<file path="src/rtl/decode_stage.sv">
// decode_stage: RISC-V-lite instruction decode stage.
//   Integer register file (x0 hardwired to zero), operand read, immediate generation and
//   a single ID/EX pipeline register with a valid/ready handshake, flush and stall-hold.
//   While the ID/EX register is held, write-back to a held source register updates the
//   held operand so the instruction never leaves with a stale value.
// Parameters:
//   NBITS  datapath width (>= 32); immediates sign-extend to NBITS
//   NREGS  architectural registers, 32 (RV32I) or 16 (RV32E)
// Optional feature (macro DECODE_WB_BYPASS_EN):
//   defined     - an operand read in the accept cycle returns wb_data on a matching write-back
//   not defined - accept-cycle read returns the pre-write register file contents
// Ports:
//   clk, rst (sync, active-low), flush
//   in_valid/in_ready, ir_in, npc_in              fetch side
//   wb_we, wb_addr, wb_data                        write-back port into the register file
//   out_valid/out_ready, rd1, rd2, imm_out, npc_out, rs1_o, rs2_o, rd_o, ir_o, illegal
module decode_stage #(
    parameter int unsigned NBITS = 32,
    parameter int unsigned NREGS = 32
) (
    input  logic             clk,
    input  logic             rst,
    input  logic             flush,
    input  logic             in_valid,
    output logic             in_ready,
    input  logic [31:0]      ir_in,
    input  logic [NBITS-1:0] npc_in,
    input  logic             wb_we,
    input  logic [4:0]       wb_addr,
    input  logic [NBITS-1:0] wb_data,
    output logic             out_valid,
    input  logic             out_ready,
    output logic [NBITS-1:0] rd1,
    output logic [NBITS-1:0] rd2,
    output logic [NBITS-1:0] imm_out,
    output logic [NBITS-1:0] npc_out,
    output logic [4:0]       rs1_o,
    output logic [4:0]       rs2_o,
    output logic [4:0]       rd_o,
    output logic [31:0]      ir_o,
    output logic             illegal
);

    localparam int unsigned AW = $clog2(NREGS);
    localparam logic [5:0] NREGS_W = 6'(NREGS);

    logic [NBITS-1:0] rf [NREGS];

    logic             out_valid_q, illegal_q;
    logic [NBITS-1:0] rd1_q, rd2_q, imm_q, npc_q;
    logic [4:0]       rs1_q, rs2_q, rd_q;
    logic [31:0]      ir_q;

    logic [4:0]       rs1_f, rs2_f, rd_f;
    logic             rs1_oob, rs2_oob, rd_oob, wb_oob;
    logic [NBITS-1:0] rs1_val, rs2_val, imm_d;
    logic             illegal_d, accept, hold;
    logic             refresh1, refresh2;

    assign rs1_f   = ir_in[19:15];
    assign rs2_f   = ir_in[24:20];
    assign rd_f    = ir_in[11:7];
    assign rs1_oob = {1'b0, rs1_f} >= NREGS_W;
    assign rs2_oob = {1'b0, rs2_f} >= NREGS_W;
    assign rd_oob  = {1'b0, rd_f} >= NREGS_W;
    assign wb_oob  = {1'b0, wb_addr} >= NREGS_W;

    assign in_ready = rst & (~out_valid_q | out_ready);
    assign accept   = in_valid & in_ready;
    assign hold     = out_valid_q & ~out_ready;

    // Held-operand refresh: only registers that actually exist can be written back.
    assign refresh1 = wb_we && !wb_oob && wb_addr == rs1_q && rs1_q != 5'd0;
    assign refresh2 = wb_we && !wb_oob && wb_addr == rs2_q && rs2_q != 5'd0;

    // Operand read; out-of-range indices and x0 read zero.
    always_comb begin
        rs1_val = '0;
        rs2_val = '0;
        if (rs1_f != 5'd0 && !rs1_oob) rs1_val = rf[rs1_f[AW-1:0]];
        if (rs2_f != 5'd0 && !rs2_oob) rs2_val = rf[rs2_f[AW-1:0]];
`ifdef DECODE_WB_BYPASS_EN
        if (wb_we && wb_addr == rs1_f && rs1_f != 5'd0 && !rs1_oob) rs1_val = wb_data;
        if (wb_we && wb_addr == rs2_f && rs2_f != 5'd0 && !rs2_oob) rs2_val = wb_data;
`endif
    end

    // Immediate generation and legality check.
    always_comb begin
        logic [31:0] imm32;
        logic        use_rs1, use_rs2, use_rd, op_bad;
        imm32   = '0;
        use_rs1 = 1'b0;
        use_rs2 = 1'b0;
        use_rd  = 1'b0;
        op_bad  = 1'b0;
        case (ir_in[6:0])
            7'b0010011, 7'b0000011, 7'b1100111: begin
                imm32   = {{20{ir_in[31]}}, ir_in[31:20]};
                use_rs1 = 1'b1;
                use_rd  = 1'b1;
            end
            7'b0100011: begin
                imm32   = {{20{ir_in[31]}}, ir_in[31:25], ir_in[11:7]};
                use_rs1 = 1'b1;
                use_rs2 = 1'b1;
            end
            7'b1100011: begin
                imm32   = {{19{ir_in[31]}}, ir_in[31], ir_in[7], ir_in[30:25], ir_in[11:8], 1'b0};
                use_rs1 = 1'b1;
                use_rs2 = 1'b1;
            end
            7'b0110111, 7'b0010111: begin
                imm32  = {ir_in[31:12], 12'b0};
                use_rd = 1'b1;
            end
            7'b1101111: begin
                imm32  = {{11{ir_in[31]}}, ir_in[31], ir_in[19:12], ir_in[20], ir_in[30:21], 1'b0};
                use_rd = 1'b1;
            end
            7'b0110011: begin
                use_rs1 = 1'b1;
                use_rs2 = 1'b1;
                use_rd  = 1'b1;
            end
            default: op_bad = 1'b1;
        endcase
        imm_d     = NBITS'($signed(imm32));
        illegal_d = op_bad | (use_rs1 & rs1_oob) | (use_rs2 & rs2_oob) | (use_rd & rd_oob);
    end

    always_ff @(posedge clk) begin
        if (!rst) begin
            rf          <= '{default: '0};
            out_valid_q <= 1'b0;
            illegal_q   <= 1'b0;
            rd1_q       <= '0;
            rd2_q       <= '0;
            imm_q       <= '0;
            npc_q       <= '0;
            rs1_q       <= '0;
            rs2_q       <= '0;
            rd_q        <= '0;
            ir_q        <= '0;
        end else begin
            if (wb_we && wb_addr != 5'd0 && !wb_oob) rf[wb_addr[AW-1:0]] <= wb_data;

            if (flush) begin
                // Flush kills the held instruction and drops any simultaneous accept.
                out_valid_q <= 1'b0;
            end else if (accept) begin
                out_valid_q <= 1'b1;
                illegal_q   <= illegal_d;
                rd1_q       <= rs1_val;
                rd2_q       <= rs2_val;
                imm_q       <= imm_d;
                npc_q       <= npc_in;
                rs1_q       <= rs1_f;
                rs2_q       <= rs2_f;
                rd_q        <= rd_f;
                ir_q        <= ir_in;
            end else if (out_ready) begin
                out_valid_q <= 1'b0;
            end else if (hold) begin
                if (refresh1) rd1_q <= wb_data;
                if (refresh2) rd2_q <= wb_data;
            end
        end
    end

    assign out_valid = out_valid_q;
    assign illegal   = illegal_q;
    assign rd1       = rd1_q;
    assign rd2       = rd2_q;
    assign imm_out   = imm_q;
    assign npc_out   = npc_q;
    assign rs1_o     = rs1_q;
    assign rs2_o     = rs2_q;
    assign rd_o      = rd_q;
    assign ir_o      = ir_q;

endmodule
</file>
<file path="config.mk">
export PLATFORM = sky130hd
export DESIGN_NAME = decode_stage
export DESIGN_NICKNAME = d
export VERILOG_FILES = /design/src/rtl/decode_stage.sv
export SDC_FILE = /design/constraint.sdc
export NUM_CORES = 2
export LEC_CHECK = 0
export CAP_MARGIN = 0
export CORE_ASPECT_RATIO = 1.4
export CORE_UTILIZATION = 42
export CTS_CLUSTER_DIAMETER = 120
export DETAILED_ROUTE_END_ITERATION = 16
export GPL_ROUTABILITY_DRIVEN = 0
export GPL_TIMING_DRIVEN = 1
export PLACE_DENSITY = 0.67
export SYNTH_ARGS = -nofsm -noshare
export SYNTH_HDL_FRONTEND = slang
export SYNTH_SLANG_ARGS = --single-unit
</file>
<file path="constraint.sdc">
create_clock -name clk -period 3.7 [get_ports clk]
set_input_delay 0.925 -clock clk [delete_from_list [all_inputs] [get_ports clk]]
set_output_delay 0.925 -clock clk [all_outputs]
set_load 0.1 [all_outputs]
</file>
==> flow_summary.yaml <==
clock_network:
  htreeDepth: 3
  cts_buffers: 111
  cts_setup_buffers: 0
  cts.sinks: 1186
  clk_latency_ns: 0.77
  cts_tree: "done"
  ctsResizeCount: 0
  postCtsHoldBufs: 0
  clk_pin_slew_ns: 0.06
  cts_buffer_depth: 3
  root_buffer: "clkbuf_16"
worst_setup_path:
  reg2regPathDepth: 6
  worstPathRequired_ns: 2.77
  worstSetupEndpointType: "output port"
  crit_arrival_ns: 2.28
  r2r_slack_ns: 0.73
  cpMaxStageDelayCell: "clkdlybuf4s50_1"
  start_kind: "flop"
  crit_family: "buffers and inverters"
  r2r_start: "out_valid$_SDFFE_PP0P_"
  worst_path_largest_cell_delay_ns: 1.15
  crit_type: "flop to output port"
  r2r_end: "rd2[3]$_SDFFE_PN0P_"
  crit_fanout: 2
  path_cells: "clkdlybuf4s50_1"
  path_buf_inv: 1
  cp_num_cells: 1
power_and_ir_drop:
  p_int_uw: 20700
  seqPwrFrac_pct: 46.4
  p_clk_share_pct: 42.4
  finalPower_uw: 28100
  leakage_uw: 0.0239
  p_switching_uw: 7480
  p_sw_share_pct: 26.6
  cellPowerDensity_nw_per_um2: 399
  max-vdd-ir-drop_v: 0.000481
  combPwrFrac_pct: 11.2
floorplanning:
  die_h_um: 453
  rows: 165
  dieWidth_um: 324
  dieArea_um2: 147000
  placeableCoreArea_um2: 144000
  initial_utilization_pct: 42.2
  io_pins: 285
sta:
  max_freq_mhz: 312
  whs_ns: 0.453
  finalHoldViolCount: 0
  post-route-min-period_ns: 3.20
  slew_headroom_pct: 7.76
  rsz0062_at_grt: "no"
  post-route-period-util_pct: 86.6
  tightestPinTransition_ns: 1.38
  drv_slew: 0
  fin_skew_ns: 0.0237
  setup_viol: 0
drt:
  drc: 0
  drtIter0Drc: 6079
  viasPerCell: 6.12
  wire_per_inst_um: 27.0
  vias: 53300
  drtPass1Iterations: 9
  drt.antenna.violating_nets: 0
  wl_um: 235000
global_route:
  first_global_vias: 51000
  grt_use_total_pct: 31.4
  grt_pass1_wl_um: 341000
  grt_overflow: 0
  antenna_found_initial: 16
  grt_max_degree: 241
cells_and_area:
  multi_input_area_um2: 34400
  regArea_um2: 23700
  layout.nets: 6800
  drive_gt1_share_pct: 16.6
  area_growth_pct: 15.6
  final_common_cell: "nand2_1"
  mostFrequentLayoutCells: "2173 x nand2_1, 1186 x dfxtp_1, 708 x a21boi_0"
  fillCellCount: 13200
yosys:
  ys_ff_latch: 1186
  netlist_area_um2: 61000
  synth_cells: 6652
  async_flop_share_pct: 0
  syn_nets: 6759
  ys_warn_count: 0
  synth_edf_count: 0
  yosysUniqueCellTypes: 72
  syn_area_per_cell_um2: 9.16
  ys.flop_type: "dfxtp_1"
  yosysSeqAreaShare_pct: 38.9
hold_path:
  hp-class: "flop to flop"
  hold_end: "imm_out[28]$_SDFFE_PN0P_"
  worstHoldStart: "imm_out[28]$_SDFFE_PN0P_"
  whs_path_depth: 2
outcome:
  outcome: "completed"
placed_design:
  numPortBuffers: 284
  hpwl_um: 152000
flow_run:
  cap_violations: 0
[sequential cells by signal (all words and copies together) (netlist names)]
register / count
rf: 1024
imm_out: 32
npc_out: 32
rd1: 32
rd2: 32
ir_o: 20
rd_o: 4
rs1_o: 4
rs2_o: 4
illegal: 1
out_valid: 1
[synth_stat cells, drive strengths merged (11+ instances only)]
cell    count  area share, %
nor2b      14           0.14
o22a       56           0.80
a22oi     114            1.4
dfxtp    1186             39
nand2    2190             13
a31o       24           0.34
mux4      386             14
a22o       38           0.55
nand3      11          0.099
clkbuf    404            2.5
buf       279            2.7
a21boi   1068             13
o21ai     157            1.3
a311oi     32           0.46
a21oi      17           0.15
nor2       58           0.40
and2       50           0.52
a221oi     28           0.55
a31oi      58           0.60
mux2i     381            6.3
[worst max path at each step]
| stage | start | to | slack, ns |
|---|---|---|---|
| 6_report | illegal$_SDFFE_PN0P_ | illegal | 0.50 |
| 5_1_grt | illegal$_SDFFE_PN0P_ | illegal | 0.45 |
| 4_1_cts | illegal$_SDFFE_PN0P_ | illegal | 0.47 |
| 3_5_place_dp | wb_we | rd2[3]$_SDFFE_PN0P_ | -0.02 |
| 3_3_place_gp | in_valid | rd2[11]$_SDFFE_PN0P_ | -0.006 |
| 2_1_floorplan | rst | in_ready | 0.22 |
[power by group through the flow]
stage                     clock network (uW)  registers [uW]  logic (uW)
after floorplan                            0           13700        1560
after CTS                              12000           13000        3100
final                                  11900           13100        3160
after global routing                   12500           13100        3250
after global placement                     0           13300        3080
after detailed placement                   0           13300        3100
[through the flow]
step / area, um2 / worst slack [ns] / utilization (%) / setup TNS (ns) / cells
floorplan: 61000 / 0.221 / - / 0 / 6652
global placement: 66700 / -0.00640 / 46.2 / -0.00640 / 8500
detailed placement: 66700 / -0.0168 / 46.2 / -0.0313 / 8500
CTS: 70400 / 0.469 / 48.8 / 0 / 8698
global route: 70400 / 0.449 / 48.8 / 0 / 8701
finish: 70400 / 0.496 / 48.8 / 0 / 8706
[cell families (layout without fill, tap and decap cells)]
kind of cell,after synthesis,after routing,share of synthesized area (%)
AOI/OAI and AO/OA,1621,1621,19.7
xor gates and xnor gates,8,8,0.115
buffers and inverters,683,809,5.19
DFF,1186,1186,38.9
muxes,768,768,20.5
other,0,8,0
and+or+nand+nor,2386,2386,15.5
[final cells by class]
cell class,instances,area share (%)
Antenna cell,8,0.0284
Clock buffer,162,4.66
Clock inverter,36,0.575
Multi-Input combinational cell,4783,48.8
Sequential cell,1186,33.7
Tap cell,1920,3.41
Timing Repair Buffer,611,8.86
[routing by layer]
layer / global-route usage [%] / share of wire, % / wire length (um)
met3: 6.67 / 9.6 / 22500
met4: 27.5 / 9.6 / 22700
met5: 0 / 0.049 / 115
met2: 49.0 / 45 / 106000
met1: 36.4 / 35 / 83300
[worst register-to-register path: cells and delay by family (launching register included)]
kind	cells	cell delay [ns]
DFF	1	0.63
buffers and inverters	1	0.35
and+or+nand+nor	2	0.52
AOI/OAI and AO/OA	3	1.40
Power figures use the tool's default switching activity.
